===== src/rtl/uart_mult_frame_ctrl_pkg.sv =====
// Shared state encoding and constants for the UART frame controller and its multiplier.
package uart_mult_pkg;

  localparam logic [7:0] HEADER   = 8'hA5;
  localparam logic [7:0] ERR_BYTE = 8'hEE;
  localparam int         MUL_ITER = 8;

  typedef enum logic [3:0] {
    IDLE,
    GET_A,
    GET_B,
    GET_CK,
    MUL,
    TX_HI,
    TX_HI_BUSY,
    TX_HI_DONE,
    TX_LO,
    TX_LO_BUSY,
    TX_LO_DONE
  } uart_mult_state_t;

endpackage


===== src/rtl/uart_mult_frame_ctrl_if.sv =====
// Receive/transmit byte handshake between the UART core and the frame controller.
interface uart_mult_frame_ctrl_if;

  logic [7:0] uart_received_data;
  logic       uart_rx_valid;
  logic       uart_tx_ready;
  logic [7:0] uart_transmit_data;
  logic       uart_tx_start;

  modport slave (
    input  uart_received_data,
    input  uart_rx_valid,
    input  uart_tx_ready,
    output uart_transmit_data,
    output uart_tx_start
  );

  modport master (
    output uart_received_data,
    output uart_rx_valid,
    output uart_tx_ready,
    input  uart_transmit_data,
    input  uart_tx_start
  );

endinterface


===== src/rtl/uart_mult_frame_ctrl_shift_add_mult8.sv =====
// Sequential LSB-first shift-add multiplier; loads on start, pulses done after MUL_ITER iterations.
module shift_add_mult8
  import uart_mult_pkg::*;
#(
  parameter int DATA_W = 8
) (
  input  logic                  clk,
  input  logic                  rst,
  input  logic                  start,
  input  logic [DATA_W-1:0]     a_i,
  input  logic [DATA_W-1:0]     b_i,
  output logic                  done,
  output logic [2*DATA_W-1:0]   result_o
);

  localparam logic [3:0] LAST = 4'(MUL_ITER - 1);

  logic [2*DATA_W-1:0] mcand_q;
  logic [2*DATA_W-1:0] acc_q;
  logic [DATA_W-1:0]   mplier_q;
  logic [3:0]          cnt_q;
  logic                run_q;
  logic                done_q;

  always_ff @(posedge clk or posedge rst) begin
    if (rst) begin
      mcand_q  <= '0;
      acc_q    <= '0;
      mplier_q <= '0;
      cnt_q    <= '0;
      run_q    <= 1'b0;
      done_q   <= 1'b0;
    end else begin
      done_q <= 1'b0;
      if (start) begin
        mcand_q  <= {{DATA_W{1'b0}}, a_i};
        mplier_q <= b_i;
        acc_q    <= '0;
        cnt_q    <= '0;
        run_q    <= 1'b1;
      end else if (run_q) begin
        if (mplier_q[0]) acc_q <= acc_q + mcand_q;
        mcand_q  <= mcand_q << 1;
        mplier_q <= mplier_q >> 1;
        cnt_q    <= cnt_q + 4'd1;
        if (cnt_q == LAST) begin
          run_q  <= 1'b0;
          done_q <= 1'b1;
        end
      end
    end
  end

  assign done     = done_q;
  assign result_o = acc_q;

endmodule


===== src/rtl/uart_mult_frame_ctrl.sv =====
// Frame controller: HEADER,A,B[,CK] in -> A*B out as hi/lo bytes. Optional checksum via UART_MULT_CHECKSUM_EN.
module uart_mult_frame_ctrl
  import uart_mult_pkg::*;
(
  input  logic                    clk_int,
  input  logic                    uart_reset,
  uart_mult_frame_ctrl_if.slave   bus,
  output logic [15:0]             product,
  output logic                    product_valid,
  output logic                    busy,
  output logic                    frame_err
);

  uart_mult_state_t state_q, state_d;
  logic [7:0]  a_q, a_d, b_q, b_d;
  logic [15:0] product_q, product_d;
  logic        pv_q, pv_d;
  logic        fe_q, fe_d;
  logic        err_q, err_d;
  logic        tx_start_q, tx_start_d;
  logic [7:0]  tx_data_q, tx_data_d;
  logic        mul_start, mul_done;
  logic [7:0]  mul_b;
  logic [15:0] mul_result;

  // Without a checksum the multiplier starts on the edge sampling B, before b_q is written.
  assign mul_b = (state_q == GET_B) ? bus.uart_received_data : b_q;

  shift_add_mult8 #(.DATA_W(8)) u_mult (
    .clk      (clk_int),
    .rst      (uart_reset),
    .start    (mul_start),
    .a_i      (a_q),
    .b_i      (mul_b),
    .done     (mul_done),
    .result_o (mul_result)
  );

  always_ff @(posedge clk_int or posedge uart_reset) begin
    if (uart_reset) begin
      state_q    <= IDLE;
      a_q        <= '0;
      b_q        <= '0;
      product_q  <= '0;
      pv_q       <= 1'b0;
      fe_q       <= 1'b0;
      err_q      <= 1'b0;
      tx_start_q <= 1'b0;
      tx_data_q  <= '0;
    end else begin
      state_q    <= state_d;
      a_q        <= a_d;
      b_q        <= b_d;
      product_q  <= product_d;
      pv_q       <= pv_d;
      fe_q       <= fe_d;
      err_q      <= err_d;
      tx_start_q <= tx_start_d;
      tx_data_q  <= tx_data_d;
    end
  end

  always_comb begin
    state_d    = state_q;
    a_d        = a_q;
    b_d        = b_q;
    product_d  = product_q;
    pv_d       = 1'b0;
    fe_d       = 1'b0;
    err_d      = err_q;
    tx_start_d = 1'b0;
    tx_data_d  = tx_data_q;
    mul_start  = 1'b0;

    case (state_q)
      IDLE: if (bus.uart_rx_valid && bus.uart_received_data == HEADER) begin
        state_d = GET_A;
        err_d   = 1'b0;
      end
      GET_A: if (bus.uart_rx_valid) begin
        a_d     = bus.uart_received_data;
        state_d = GET_B;
      end
      GET_B: if (bus.uart_rx_valid) begin
        b_d = bus.uart_received_data;
`ifdef UART_MULT_CHECKSUM_EN
        state_d = GET_CK;
`else
        state_d   = MUL;
        mul_start = 1'b1;
`endif
      end
      GET_CK: begin
`ifdef UART_MULT_CHECKSUM_EN
        if (bus.uart_rx_valid) begin
          if (bus.uart_received_data == (a_q ^ b_q)) begin
            state_d   = MUL;
            mul_start = 1'b1;
          end else begin
            fe_d    = 1'b1;
            err_d   = 1'b1;
            state_d = TX_LO;
          end
        end
`else
        state_d = IDLE;
`endif
      end
      MUL: if (mul_done) begin
        product_d = mul_result;
        pv_d      = 1'b1;
        state_d   = TX_HI;
      end
      TX_HI:      if (tx_start_q)          state_d = TX_HI_BUSY;
      TX_HI_BUSY: if (!bus.uart_tx_ready)  state_d = TX_HI_DONE;
      TX_HI_DONE: if (bus.uart_tx_ready)   state_d = TX_LO;
      TX_LO:      if (tx_start_q)          state_d = TX_LO_BUSY;
      TX_LO_BUSY: if (!bus.uart_tx_ready)  state_d = TX_LO_DONE;
      TX_LO_DONE: if (bus.uart_tx_ready)   state_d = IDLE;
      default:                             state_d = IDLE;
    endcase

    // Start is registered from the edge entering (or waiting in) a TX state, so it lands in that state's cycle.
    if (!tx_start_q && bus.uart_tx_ready && (state_d == TX_HI || state_d == TX_LO)) begin
      tx_start_d = 1'b1;
      if (state_d == TX_HI)
        tx_data_d = product_d[15:8];
      else
        tx_data_d = err_d ? ERR_BYTE : product_d[7:0];
    end
  end

  assign bus.uart_transmit_data = tx_data_q;
  assign bus.uart_tx_start      = tx_start_q;
  assign product                = product_q;
  assign product_valid          = pv_q;
  assign busy                   = (state_q != IDLE);
  assign frame_err              = fe_q;

endmodule


===== src/flat_wrapper.sv =====
// flat-port wrapper written by rule: the top's interface ports become plain ports
module uart_mult_frame_ctrl_flat import uart_mult_pkg::*;
  (clk_int, uart_reset, product, product_valid, busy, frame_err, bus_uart_received_data, bus_uart_rx_valid, bus_uart_tx_ready, bus_uart_transmit_data, bus_uart_tx_start);
  uart_mult_frame_ctrl_if bus_i ();
  input  logic clk_int;
  input  logic uart_reset;
  output logic [15:0] product;
  output logic product_valid;
  output logic busy;
  output logic frame_err;
  input wire logic [$bits(bus_i.uart_received_data)-1:0] bus_uart_received_data;
  input wire logic [$bits(bus_i.uart_rx_valid)-1:0] bus_uart_rx_valid;
  input wire logic [$bits(bus_i.uart_tx_ready)-1:0] bus_uart_tx_ready;
  output wire logic [$bits(bus_i.uart_transmit_data)-1:0] bus_uart_transmit_data;
  output wire logic [$bits(bus_i.uart_tx_start)-1:0] bus_uart_tx_start;
  assign bus_i.uart_received_data = bus_uart_received_data;
  assign bus_i.uart_rx_valid = bus_uart_rx_valid;
  assign bus_i.uart_tx_ready = bus_uart_tx_ready;
  assign bus_uart_transmit_data = bus_i.uart_transmit_data;
  assign bus_uart_tx_start = bus_i.uart_tx_start;
  uart_mult_frame_ctrl u_core (.clk_int(clk_int), .uart_reset(uart_reset), .bus(bus_i), .product(product), .product_valid(product_valid), .busy(busy), .frame_err(frame_err));
endmodule

===== config.mk =====
export PLATFORM = sky130hd
export DESIGN_NAME = uart_mult_frame_ctrl_flat
export DESIGN_NICKNAME = d
export VERILOG_FILES = /design/src/rtl/uart_mult_frame_ctrl_pkg.sv /design/src/rtl/uart_mult_frame_ctrl_if.sv /design/src/rtl/uart_mult_frame_ctrl_shift_add_mult8.sv /design/src/rtl/uart_mult_frame_ctrl.sv /design/src/flat_wrapper.sv
export SDC_FILE = /design/constraint.sdc
export NUM_CORES = 1
export LEC_CHECK = 0
export ABC_AREA = 1
export ABC_CLOCK_PERIOD_IN_PS = 3600
export CORE_MARGIN = 3
export CORE_UTILIZATION = 40
export CTS_CLUSTER_DIAMETER = 100
export DETAILED_ROUTE_END_ITERATION = 8
export DONT_BUFFER_PORTS = 1
export SLEW_MARGIN = 10
export SYNTH_ARGS = -nofsm -noshare
export SYNTH_HDL_FRONTEND = slang
export SYNTH_SLANG_ARGS = --single-unit

===== constraint.sdc =====
create_clock -name clk_int -period 3.6 [get_ports clk_int]
set_input_delay 0.72 -clock clk_int [delete_from_list [all_inputs] [get_ports clk_int]]
set_output_delay 0.72 -clock clk_int [all_outputs]
set_load 0.005 [all_outputs]

==> metrics, run 1 <==
status=finished clean; Post-Synth Adder-Cell Area=4.86%; maximum VDD drop=0.000476 V; Max Slew Vio Count=0; commonest non-fill, non-tap cell in the layout=nand2_1; crit path cell chain=inv_2, nand2_1, nor2_1, nand2_1, nand2_1, inv_1, nand4_2, nand2_4, nand2_4, nand2_4, nand2_1, nand2_1; wire length of the first global-routing pass=18.5 mm; 1st-pass router iterations=4; full die area=12600 µm²; Top cell by count, worst path=nand2_1; Synth Area in Compound Gates=12.7%; most frequent cells in the layout=176 x nand2_1, 85 x dfrtp_1, 77 x inv_1; clk_skew=0.00698 ns; worst hold slack=0.364 ns; # hold bufs at CTS=0; fin crit share=70.6%; met3 Use GR=4.20%; global route total overflow=0; Max-Slew Margin vs Limit=43.9%; footprint of the multi-input gates=2020 µm²; Reg clk slew, reported paths=0.06 ns; post-DP HPWL=7.96 mm; clock sinks=85; post_cts resized=0; final core utilization=44.9%; placed inst area=4640 µm²; YS warnings=0; Hold WC Path Type=input pin to asynchronous set/reset pin; vias in the first global route=3711; Die H=112 µm; clock tree buffer depth=2; # IOs=40; WL/cell=14.7 µm; share of layout cells above drive strength 1=5.55%; WP buf/inv=2; vias=3709; register area=2130 µm²; Seq/Total Area, Yosys=47.0%; Max FO, Critical Path=30; CTS H-Tree Depth=3; fillcell total=1096; post-CTS setup buffer count=0; Layout Nets=602; Yosys cell types=38; residual DRC count=0; Crit Path Category=flip-flop to flip-flop; Initial Util=41.4%; largest family of logic cells by synthesized area=simple AND/OR/NAND/NOR gates; largest delay contributor family on the critical path=simple AND/OR/NAND/NOR gates; Fin. Hold Viols=0; Clock Latency Late Sink=0.33 ns; Mapped Area=4530 µm²; Slowest cell on crit path=nand2_1; syn avg cell area=7.86 µm²; LEAKAGE=2.76 nW; Chip Width=112 µm; Avg Vias per Cell=5.17; critical path arrival=2.81 ns; setup_tns=0 ns; met1 usage in global routing=25.0%; Synth Area in XOR/XNOR=0.774%; # setup viols final=0; CTS Root Cell=clkbuf_16; Layout area overhead=8.46%; met2 GRT Util=27.6%; Simple-Gate Fraction of Synth Area=26.2%; Mapped Cells=576; pin count of the biggest net entering global routing=52; num rows=38; final worst path period need=2.54 ns; antenna violations before repair=0; Pwr Density=798 nW/µm²; FF+latch count, synth=85; crit path capture type=flip-flop; Post-DRT Antenna Nets=0; max cap viols=0; highest clock rate=0.393 GHz; Starting DRT DRC Count=207; CP required=3.87 ns; gr usage total=18.0%; Syn Nets=605; Core Area=10900 µm²; Slew @ Worst Pin=0.840 ns; clock buffer count from CTS=9; n_diodes=0; PortBufs=0; CP max stage delay=0.61 ns; GRT busiest layer=met2; design area=4910 µm²; GPL Wtd Cong=0.856; TritonCTS clock tree=done; post-synthesis mux area share=0%; final wirelength=10.5 mm; RSZ-0062 raised after global routing=no; crit start category=flip-flop
-- state kept, by name (all words and copies together), names as in the netlist --
name and flops:
u_core.a_q 8, u_core.bus.uart_transmit_data 8, u_core.bus.uart_tx_start 1, u_core.err_q 1, u_core.product 16, u_core.product_valid 1
u_core.state_q 4, u_core.u_mult.cnt_q 4, u_core.u_mult.done 1, u_core.u_mult.mcand_q 16, u_core.u_mult.mplier_q 8, u_core.u_mult.result_o 16
u_core.u_mult.run_q 1
-- path summary, 6_finish.rpt --
kind	depth (start not counted)	slack, ns	endpoint	startpoint
max	12	1.06	u_core.bus.uart_transmit_data[0]	u_core.state_q[0]
min	2	0.36	u_core.u_mult.cnt_q[3]	uart_reset
max reg2reg	12	1.06	u_core.bus.uart_transmit_data[0]	u_core.state_q[0]
min in group clk_int	2	0.47	u_core.u_mult.mplier_q[7]	u_core.u_mult.mplier_q[7]
max in group asynchronous	2	2.70	u_core.u_mult.result_o[6]	uart_reset
min reg2reg	2	0.47	u_core.u_mult.mplier_q[7]	u_core.u_mult.mplier_q[7]
-- power by group --
part	total [mW]	internal [mW]	switching (mW)
combinational	1.45	0.506	0.941
sequential	1.62	1.30	0.322
clock	0.846	0.483	0.363
total	3.92	2.29	1.63
-- stage by stage --
| stage | total power [mW] | setup WS, ns | cells |
|---|---|---|---|
| finish | 3.92 | 1.06 | 717 |
| global route | 4.27 | 0.736 | 717 |
| CTS | 3.95 | 1.08 | 717 |
| detailed placement | 3.09 | 1.11 | 702 |
| global placement | 3.04 | 1.15 | 702 |
| floorplan | 2.71 | 0.687 | 576 |
-- logic make-up after synthesis --
group | Yosys count
flip-flops | 85
XOR/XNOR | 4
AO/OA/AOI/OAI | 98
adder cells (fa/ha/maj) | 17
AND/OR/NAND/NOR | 274
buffers and inverters | 97
other | 1
-- cell type report --
| type | count | area share, % |
|---|---|---|
| clock inverter | 3 | 0.459 |
| sequential | 85 | 43.3 |
| clock buffer | 12 | 5.02 |
| inverter | 81 | 6.22 |
| multi-input combinational | 394 | 41.1 |
| timing repair buffer | 2 | 0.306 |
| tap | 140 | 3.57 |
-- synthesized netlist by cell type --
cell type,number,share of area (%)
a31oi_1,1,0.14
buf_1,1,0.083
nor2_8,1,0.44
buf_4,1,0.17
clkbuf_1,8,0.66
inv_1,78,6.5
or2_2,1,0.14
fa_1,1,0.44
buf_6,1,0.25
a41oi_1,1,0.19
buf_2,5,0.55
nor2_1,26,2.2
o311ai_0,3,0.58
nand2_1,176,15
a22o_1,2,0.39
xor2_1,2,0.39
inv_2,3,0.25
nand2_2,3,0.41
a21oi_1,21,2.3
o21ai_0,44,4.9
ha_1,16,4.4
nand4_1,2,0.28
o211ai_1,7,1.2
a21o_1,5,0.83
nand2_4,3,0.75
nand3_1,53,5.9
xnor2_1,2,0.39
nor3_1,2,0.22
o21bai_1,2,0.33
o22ai_1,4,0.55
nand4_2,1,0.28
nand3b_1,2,0.33
nand3_2,1,0.22
nor2_2,2,0.28
a21boi_0,8,1.3
nor3_2,1,0.22
conb_1,1,0.083
dfrtp_1,85,47
-- metal layers --
metal	up-vias	part of all wire, %
met5	-	0
met4	0	2.4
met3	17	4.6
met2	82	45
met1	1760	48
li1	1850	-
(Power assumes the default switching activity.)
==> run 2, diff against run 1 <==
ABC_CLOCK_PERIOD_IN_PS = 2390   (was 3600)
clock period = 2.39 ns   (was 3.6 ns; I/O delays follow)
==> metrics, run 2 (synthesized netlist as in run 1, its figures left out) <==
status=finished clean; final wirelength=10.2 mm (-3.7%); Initial Util=41.4% (unchanged); Avg Vias per Cell=5.03 (-2.8%); Clk pwr share=21.6% (about the same); setup_tns=0 ns (unchanged); FF-to-FF Start=u_core.u_mult.mcand_q[0]; global route total overflow=0 (unchanged); Die H=112 µm (unchanged); clock sinks=85 (unchanged); Logic pwr share=37.9% (+1.0 points); gr usage total=17.4% (-0.58 points); CTS Root Cell=clkbuf_16; clk_skew=0.00399 ns (-0.00299 ns); RSZ-0062 raised after global routing=no; LEAKAGE=2.80 nW (+1.4%); antenna violations before repair=0 (unchanged); critical path arrival=2.20 ns (-0.61 ns); Int Pwr=3.51 mW (+53%); crit path capture type=flip-flop; wire length of the first global-routing pass=17.9 mm (-3.4%); final worst path period need=1.99 ns (-0.551 ns); Max FO, Critical Path=5 (-83%); Pwr Density=1190 nW/µm² (+49%); Power, Total=5.93 mW (+51%); Hold WC Path Type=input pin to asynchronous set/reset pin; Fin. Hold Viols=0 (unchanged); Layout Nets=608 (+1.0%); max cap viols=0 (unchanged); most frequent cells in the layout=176 x nand2_1, 85 x dfrtp_1, 77 x inv_1; Sequential Power Share=40.5% (-1.0 points); design area=4980 µm² (+1.5%); 1st-pass router iterations=4 (unchanged); clock tree buffer depth=2 (unchanged); num rows=38 (unchanged); residual DRC count=0 (unchanged); # setup viols final=0 (unchanged); GPL Wtd Cong=0.897 (+4.8%); Starting DRT DRC Count=192 (-7.2%); vias=3632 (-2.1%); cells on worst reg2reg path=12 (unchanged); maximum VDD drop=0.000510 V (+7.2%); Chip Width=112 µm (unchanged); Max-Slew Margin vs Limit=63.6% (+20 points); Core Area=10900 µm² (unchanged); post_cts resized=0 (unchanged); share of layout cells above drive strength 1=6.36% (+0.81 points); CTS H-Tree Depth=3 (unchanged); Crit Path Category=flip-flop to flip-flop; fin crit share=83.3% (+13 points); post-DP HPWL=7.79 mm (-2.0%); TritonCTS clock tree=done; Clock Latency Late Sink=0.34 ns (about the same); WL/cell=14.1 µm (-4.3%); switching portion of total power=40.8% (-0.73 points); # hold bufs at CTS=0 (unchanged); commonest non-fill, non-tap cell in the layout=nand2_1; Max Slew Vio Count=0 (unchanged); PortBufs=0 (unchanged); placed inst area=4710 µm² (+1.6%); highest clock rate=0.502 GHz (+28%); post-CTS setup buffer count=0 (unchanged); Layout area overhead=10.0%; pin count of the biggest net entering global routing=48 (-7.7%); Reg clk slew, reported paths=0.06 ns (about the same); n_diodes=0 (unchanged); vias in the first global route=3612 (-2.7%); full die area=12600 µm² (unchanged); Slew @ Worst Pin=0.546 ns (-0.294 ns); reg2reg setup slack=0.40 ns (-0.66 ns); RR Endpoint=u_core.u_mult.result_o[14]; clock buffer count from CTS=9 (unchanged); Post-DRT Antenna Nets=0 (unchanged); CP required=2.60 ns (-1.27 ns); # IOs=40 (unchanged); crit start category=flip-flop; Net Switching=2.42 mW (+49%)
==> run 2: cell count changes in the layout (fill, tap and decap cells not counted), sizes merged <==
cell / before / now
clkbuf: 12 / 13
clkinv: 1 / 0
buf: 2 / 8
clkinvlp: 3 / 2
==> run 2: layout make-up <==
cell class              instances  area, µm²
inverters                      81        308
flip-flops and latches         85       2130
repair buffers                  8       85.1
clock inverters                 1       7.51
clock buffers                  13        260
fillers                      1115       5950
multi-input cells             394       2020
well taps                     140        175
==> run 2: stage by stage <==
| step | setup WS, ns | cells | hold WS [ns] | util, % |
|---|---|---|---|---|
| after global routing | 0.147 | 722 | 0.0729 | 45.5 |
| after CTS | 0.397 | 722 | 0.0604 | 45.5 |
| final | 0.399 | 722 | 0.0542 | 45.5 |
| after global placement | 0.437 | 708 | 0.428 | 43.1 |
| after floorplan | 0.617 | 576 | 0.434 | - |
| after detailed placement | 0.417 | 708 | 0.424 | 43.1 |
==> run 2: layer usage <==
| metal | track usage [%] | up-vias | routed length (µm) |
|---|---|---|---|
| li1 | - | 1868 | - |
| met1 | 24.6 | 1691 | 4970 |
| met2 | 26.9 | 60 | 4620 |
| met3 | 4.31 | 13 | 412 |
| met4 | 4.73 | 0 | 155 |
| met5 | 0 | - | 0 |
==> run 2: power by group through the flow <==
stage	Clock (mW)	Sequential (mW)	Combinational [mW]
after CTS	1.32	2.41	2.26
after global routing	1.38	2.48	2.63
final	1.28	2.40	2.25
after detailed placement	0	2.43	2.25
after floorplan	0	2.27	1.81
after global placement	0	2.42	2.22
==> run 2: worst max-delay path by stage <==
stage	start	to	slack [ns]	cells past startpoint
final	u_core.u_mult.mcand_q[0]	u_core.u_mult.result_o[14]	0.40	12
after global routing	u_core.state_q[0]	u_core.bus.uart_transmit_data[1]	0.15	12
after CTS	u_core.state_q[0]	u_core.bus.uart_transmit_data[4]	0.40	12
after detailed placement	u_core.state_q[0]	u_core.bus.uart_transmit_data[4]	0.42	12
after global placement	u_core.state_q[0]	u_core.bus.uart_transmit_data[7]	0.44	12
after floorplan	u_core.u_mult.mcand_q[0]	u_core.u_mult.result_o[14]	0.62	12
==> run 2: critical path, cell delays in order (launching register included) <==
cell      delay [ns]
dfrtp_1         0.39
ha_1            0.18
inv_1           0.05
fa_1            0.39
nand3b_1        0.17
nand2_1         0.12
nand2_1         0.07
nand2_1         0.13
nand3_1         0.08
nand2_1         0.09
nand2_1         0.05
nand2_1         0.06
o21ai_0         0.08
